<file path="config.mk">
export PLATFORM = sky130hd
export DESIGN_NAME = cpu_csr_sequencer
export DESIGN_NICKNAME = d
export VERILOG_FILES = /design/src/rtl/cpu_csr_sequencer.sv
export SDC_FILE = /design/constraint.sdc
export NUM_CORES = 1
export LEC_CHECK = 0
export CORE_AREA = 2 2 139 141
export CTS_CLUSTER_DIAMETER = 150
export DETAILED_ROUTE_END_ITERATION = 16
export DIE_AREA = 0 0 141 143
export GPL_ROUTABILITY_DRIVEN = 0
export PLACE_DENSITY = 0.84
export SLEW_MARGIN = 5
export SYNTH_ARGS = -nofsm -noshare
export SYNTH_HDL_FRONTEND = slang
export SYNTH_SLANG_ARGS = --single-unit
</file>
<file path="constraint.sdc">
create_clock -name i_clock -period 2.5 [get_ports i_clock]
set_input_delay 0.5 -clock i_clock [delete_from_list [all_inputs] [get_ports i_clock]]
set_output_delay 0.5 -clock i_clock [all_outputs]
set_load 0.1 [all_outputs]
</file>
<file path="src/rtl/cpu_csr_sequencer.sv">
// CSR/trap sequencer: runs execute-stage CSR ops as read-modify-write on the CSR file,
// issues mret/ecall, and dispatches pending interrupts at instruction boundaries.
//
// state     | meaning
// IDLE      | arbitrate csr > mret > ecall > irq
// CSR_READ  | o_index presented, old value sampled from i_rdata
// CSR_WRITE | write strobe, ready pulse, old value returned
// MRET      | mret strobe, fetch redirected to mepc
// ECALL     | ecall strobe
// IRQ       | dispatch strobe, fetch redirected to mtvec
// IRQ_WAIT  | hold until pending drops so one interrupt dispatches once
module cpu_csr_sequencer #(
   parameter bit IRQ_ENABLE = 1'b1
) (
   input  logic        i_clock,
   input  logic        i_reset_n,
   input  logic        i_csr_request,
   input  logic [1:0]  i_csr_op,
   input  logic [11:0] i_csr_index,
   input  logic [31:0] i_csr_operand,
   input  logic        i_csr_rs1_zero,
   output logic        o_csr_ready,
   output logic [31:0] o_csr_rdata,
   input  logic        i_mret_request,
   output logic        o_mret_ready,
   input  logic        i_ecall_request,
   output logic        o_ecall_ready,
   input  logic        i_instr_boundary,
   input  logic [31:0] i_next_pc,
   output logic        o_jump,
   output logic [31:0] o_jump_pc,
   output logic [11:0] o_index,
   input  logic [31:0] i_rdata,
   output logic        o_wdata_wr,
   output logic [31:0] o_wdata,
   output logic        o_mret,
   output logic        o_ecall,
   input  logic [31:0] i_epc,
   input  logic        i_irq_pending,
   input  logic [31:0] i_irq_pc,
   output logic        o_irq_dispatched,
   output logic [31:0] o_irq_epc
);

   localparam logic [1:0] OP_RS = 2'd2;
   localparam logic [1:0] OP_RC = 2'd3;

   typedef enum logic [2:0] {
      S_IDLE,
      S_CSR_READ,
      S_CSR_WRITE,
      S_MRET,
      S_ECALL,
      S_IRQ,
      S_IRQ_WAIT
   } state_t;

   state_t      state_q, state_d;
   logic [1:0]  op_q, op_d;
   logic [11:0] index_q, index_d;
   logic [31:0] operand_q, operand_d;
   logic        rs1_zero_q, rs1_zero_d;
   logic [31:0] wdata_q, wdata_d;
   logic        wdata_wr_q, wdata_wr_d;
   logic        csr_ready_q, csr_ready_d;
   logic [31:0] csr_rdata_q, csr_rdata_d;
   logic        mret_q, mret_d;
   logic        ecall_q, ecall_d;
   logic        jump_q, jump_d;
   logic [31:0] jump_pc_q, jump_pc_d;
   logic        irq_disp_q, irq_disp_d;
   logic [31:0] irq_epc_q, irq_epc_d;

   logic [31:0] new_value;
   logic        set_clear;

   always_comb begin
      set_clear = (op_q == OP_RS) || (op_q == OP_RC);
      case (op_q)
         OP_RS:   new_value = i_rdata | operand_q;
         OP_RC:   new_value = i_rdata & ~operand_q;
         default: new_value = operand_q;
      endcase
   end

   always_comb begin
      state_d     = state_q;
      op_d        = op_q;
      index_d     = index_q;
      operand_d   = operand_q;
      rs1_zero_d  = rs1_zero_q;
      wdata_d     = wdata_q;
      csr_rdata_d = csr_rdata_q;
      jump_pc_d   = jump_pc_q;
      irq_epc_d   = irq_epc_q;
      wdata_wr_d  = 1'b0;
      csr_ready_d = 1'b0;
      mret_d      = 1'b0;
      ecall_d     = 1'b0;
      jump_d      = 1'b0;
      irq_disp_d  = 1'b0;

      case (state_q)
         S_IDLE: begin
            if (i_csr_request) begin
               op_d       = i_csr_op;
               index_d    = i_csr_index;
               operand_d  = i_csr_operand;
               rs1_zero_d = i_csr_rs1_zero;
               state_d    = S_CSR_READ;
            end else if (i_mret_request) begin
               mret_d    = 1'b1;
               jump_d    = 1'b1;
               jump_pc_d = i_epc;
               state_d   = S_MRET;
            end else if (i_ecall_request) begin
               ecall_d = 1'b1;
               state_d = S_ECALL;
            end else if (IRQ_ENABLE && i_irq_pending && i_instr_boundary) begin
               irq_disp_d = 1'b1;
               irq_epc_d  = i_next_pc;
               jump_d     = 1'b1;
               jump_pc_d  = i_irq_pc;
               state_d    = S_IRQ;
            end
         end
         S_CSR_READ: begin
            // csrrs/csrrc with x0/zimm=0 are pure reads and must not write
            wdata_d     = new_value;
            wdata_wr_d  = !(set_clear && rs1_zero_q);
            csr_ready_d = 1'b1;
            csr_rdata_d = i_rdata;
            state_d     = S_CSR_WRITE;
         end
         S_CSR_WRITE: state_d = S_IDLE;
         S_MRET:      state_d = S_IDLE;
         S_ECALL:     state_d = S_IDLE;
         S_IRQ:       state_d = S_IRQ_WAIT;
         S_IRQ_WAIT: begin
            if (!i_irq_pending) state_d = S_IDLE;
         end
         default:     state_d = S_IDLE;
      endcase
   end

   always_ff @(posedge i_clock or negedge i_reset_n) begin
      if (!i_reset_n) begin
         state_q     <= S_IDLE;
         op_q        <= '0;
         index_q     <= '0;
         operand_q   <= '0;
         rs1_zero_q  <= 1'b0;
         wdata_q     <= '0;
         wdata_wr_q  <= 1'b0;
         csr_ready_q <= 1'b0;
         csr_rdata_q <= '0;
         mret_q      <= 1'b0;
         ecall_q     <= 1'b0;
         jump_q      <= 1'b0;
         jump_pc_q   <= '0;
         irq_disp_q  <= 1'b0;
         irq_epc_q   <= '0;
      end else begin
         state_q     <= state_d;
         op_q        <= op_d;
         index_q     <= index_d;
         operand_q   <= operand_d;
         rs1_zero_q  <= rs1_zero_d;
         wdata_q     <= wdata_d;
         wdata_wr_q  <= wdata_wr_d;
         csr_ready_q <= csr_ready_d;
         csr_rdata_q <= csr_rdata_d;
         mret_q      <= mret_d;
         ecall_q     <= ecall_d;
         jump_q      <= jump_d;
         jump_pc_q   <= jump_pc_d;
         irq_disp_q  <= irq_disp_d;
         irq_epc_q   <= irq_epc_d;
      end
   end

   assign o_index          = index_q;
   assign o_wdata          = wdata_q;
   assign o_wdata_wr       = wdata_wr_q;
   assign o_csr_ready      = csr_ready_q;
   assign o_csr_rdata      = csr_rdata_q;
   assign o_mret           = mret_q;
   assign o_mret_ready     = mret_q;
   assign o_ecall          = ecall_q;
   assign o_ecall_ready    = ecall_q;
   assign o_jump           = jump_q;
   assign o_jump_pc        = jump_pc_q;
   assign o_irq_dispatched = IRQ_ENABLE && irq_disp_q;
   assign o_irq_epc        = irq_epc_q;

endmodule
</file>
==> out/results.tsv <==
stage	metric	value	unit
die	core area	0.0186	mm^2
die	io pins	330	
clocking	Reg clk slew, reported paths	0.07	ns
die	Die ar.	0.0202	mm^2
clocking	worst-skew pair later-pin latency	0.42	ns
grt	initial antenna violation count	1	
yosys	share of cell area taken by muxes after synthesis	0.112	
critical_path	Critical Setup Path Class	flip-flop to flip-flop	
layout	commonest non-fill, non-tap cell in the layout	dfrtp_1	
detailed_routing	Routed WL	23500	um
sta	period utilisation layout	0.835	
critical_path	Worst R2R Path Depth	4	
yosys	number of synthesis warnings	0	
critical_path	Worst R2R Start	state_q[2]$_DFFE_PN0P_	
clocking	Hold-fix buffers, CTS	0	
yosys	register area share after synthesis	0.581	
critical_path	CP Capture Type	flip-flop	
grt	vias in the first global route	7022	
critical_path	CP Launch Type	flip-flop	
flow_run	max cap viols	0	
clocking	# resized after CTS	0	
clocking	Root Driver	clkbuf_16	
detailed_routing	Pre-antenna DRT Iters	4	
yosys	Synth cell types	30	
grt	global-route wire length before repair	36400	um
grt	GRT overflow	0	
detailed_routing	Residual DRC	0	
sta	clock skew	0.0118	ns
detailed_routing	First DRT Iteration DRCs	317	
critical_path	R2R setup slack	0.41	ns
layout	# nets final	1207	
clocking	H-tree levels	4	
die	row cnt	50	
detailed_routing	Via density	5.38	
detailed_routing	vias post-DR	6849	
clocking	TritonCTS clock tree	yes	
sta	Slew Limit Headroom	0.392	
place	Port Buffer Count	329	
sta	# setup viols final	0	
critical_path	crit path from	state_q[2]$_DFFE_PN0P_	
layout	layout cell share with drive strength beyond 1	0.308	
place	Final HPWL DP	16800	um
sta	Final Max Tran Viols	0	
layout	most frequent cells in the layout	dfrtp_1, clkdlybuf4s50_1, buf_4	
die	Chip Height	143	um
yosys	post-synthesis simple-gate area fraction	0.139	
sta	unrepaired setup endpoints after global routing	no	
sta	Least-Margin Pin Slew	0.911	ns
grt	gr usage total	0.231	
critical_path	Crit Path Max Fanout	64	
run_status	outcome	finished clean	
yosys	synthesized area per cell	11.1	um^2
die	starting density of the core	0.427	
detailed_routing	routed len/inst	18.5	um
yosys	Compound-Gate Fraction of Synth Area	0.134	
critical_path	RR Endpoint	o_jump_pc[30]$_DFFE_PN0P_	
sta	setup total negative slack	0	ns
die	die span in x	141	um
yosys	Yosys reg bits	184	
clocking	post-CTS setup buffer count	0	
yosys	Netlist Area Pre-Place	0.00793	mm^2
critical_path	CP arrival	2.35	ns
clocking	CTS Sinks	184	
clocking	CTS Buf Count	17	
yosys	Adder-Cell Fraction of Synth Area	0	
critical_path	Setup crit end	o_jump_pc[30]$_DFFE_PN0P_	
yosys	post-synthesis instance total	712	
sta	fin crit period	2.09	ns
sta	final hold violations	0	
hold_path	Hold Crit Class	primary input to asynchronous set/reset pin	
layout	area delta synth->final	48.0	%
sta	highest clock rate	479	MHz
clocking	CTS max path bufs	2	
detailed_routing	ANT nets after route	0	
yosys	main combinational cell family by area after synthesis	simple AND/OR/NAND/NOR gates	
yosys	syn_nets	894	
critical_path	Data required, critical path	2.76	ns
grt	largest net degree at the start of global routing	65	
yosys	Synth Area in XOR/XNOR	0	
[final cells by class]
class                      instances  area [um^2]
fill                            1460         6840
sequential                       184         4600
timing repair buffer             351         3180
multi-input combinational        468         3070
clock buffer                      19          443
tap                              234          293
clock inverter                    13          139
inverter                           3         11.3
antenna                            1         2.50
[worst min-delay path by stage]
stage                            from                           to  slack, ns  cells after the start
6_report                    i_reset_n  o_csr_rdata[22]$_DFFE_PN0P_       0.02                      1
5_1_grt                     i_reset_n  o_csr_rdata[22]$_DFFE_PN0P_       0.04                      1
4_1_cts                     i_reset_n    operand_q[22]$_DFFE_PN0P_       0.03                      1
3_5_place_dp   rs1_zero_q$_DFFE_PN0P_         o_wdata_wr$_DFF_PN0_       0.44                      1
3_3_place_gp   rs1_zero_q$_DFFE_PN0P_         o_wdata_wr$_DFF_PN0_       0.43                      1
2_1_floorplan               i_reset_n   o_csr_rdata[0]$_DFFE_PN0P_       0.20                      0
[stage by stage]
step                      instances  cell area (um^2)  hold WS, ns  setup WS, ns   util
after floorplan                 712              7930        0.204         0.676      -
final                          1273             11700       0.0238         0.412  0.632
after CTS                      1272             11700       0.0331         0.399  0.632
after detailed placement       1240             11200        0.444        0.0663  0.600
after global routing           1272             11700       0.0373         0.313  0.632
after global placement         1240             11200        0.428         0.185  0.600
[sequential cells by signal, indices dropped and copies added (netlist names), 2 cells and up]
signal       count
o_jump_pc       32
o_csr_rdata     32
o_index         12
o_irq_epc       32
o_wdata         32
state_q          3
op_q             2
operand_q       32
[metal layers]
metal	wire length (um)	track usage
met1	9030	0.271
met2	12000	0.403
met3	1960	0.0775
met4	525	0.0695
met5	0	0
[critical path, cell delays in order (launching register included)]
cell,delay (ns)
dfrtp_1,0.45
or4_2,0.76
buf_12,0.24
o32ai_1,0.34
a211oi_1,0.14
[cell families after synthesis]
kind of cell | count (synthesis)
and+or+nand+nor | 242
DFF | 184
AOI/OAI and AO/OA | 147
muxes | 79
buffers and inverters | 60
[synth_stat cells]
library cell	count	area share
clkbuf_1	37	0.018
or3b_2	1	0.0011
o21ai_0	3	0.0019
nand3_1	1	0.00063
a21o_1	22	0.021
o32ai_1	32	0.035
a21boi_0	1	0.00095
nor2b_1	1	0.00079
inv_2	1	0.00047
nor3b_1	1	0.00095
and3_1	1	0.00079
a31oi_1	10	0.0079
nor3_1	33	0.021
a21oi_1	25	0.016
and3b_1	2	0.0022
inv_1	2	0.00095
or4_1	1	0.00095
buf_2	14	0.0088
dfrtp_1	184	0.58
buf_6	1	0.0014
and2_0	1	0.00079
or2_2	33	0.026
and2_1	1	0.00079
buf_4	5	0.0047
mux2_2	79	0.11
nor2_1	45	0.021
nand2_1	110	0.052
nand3b_1	10	0.0095
a211oi_1	54	0.051
nor4_1	1	0.00079
Power is left out: the tool's default activity adds up to more than one toggle a clock period on the data nets, which glitch-free logic cannot reach.
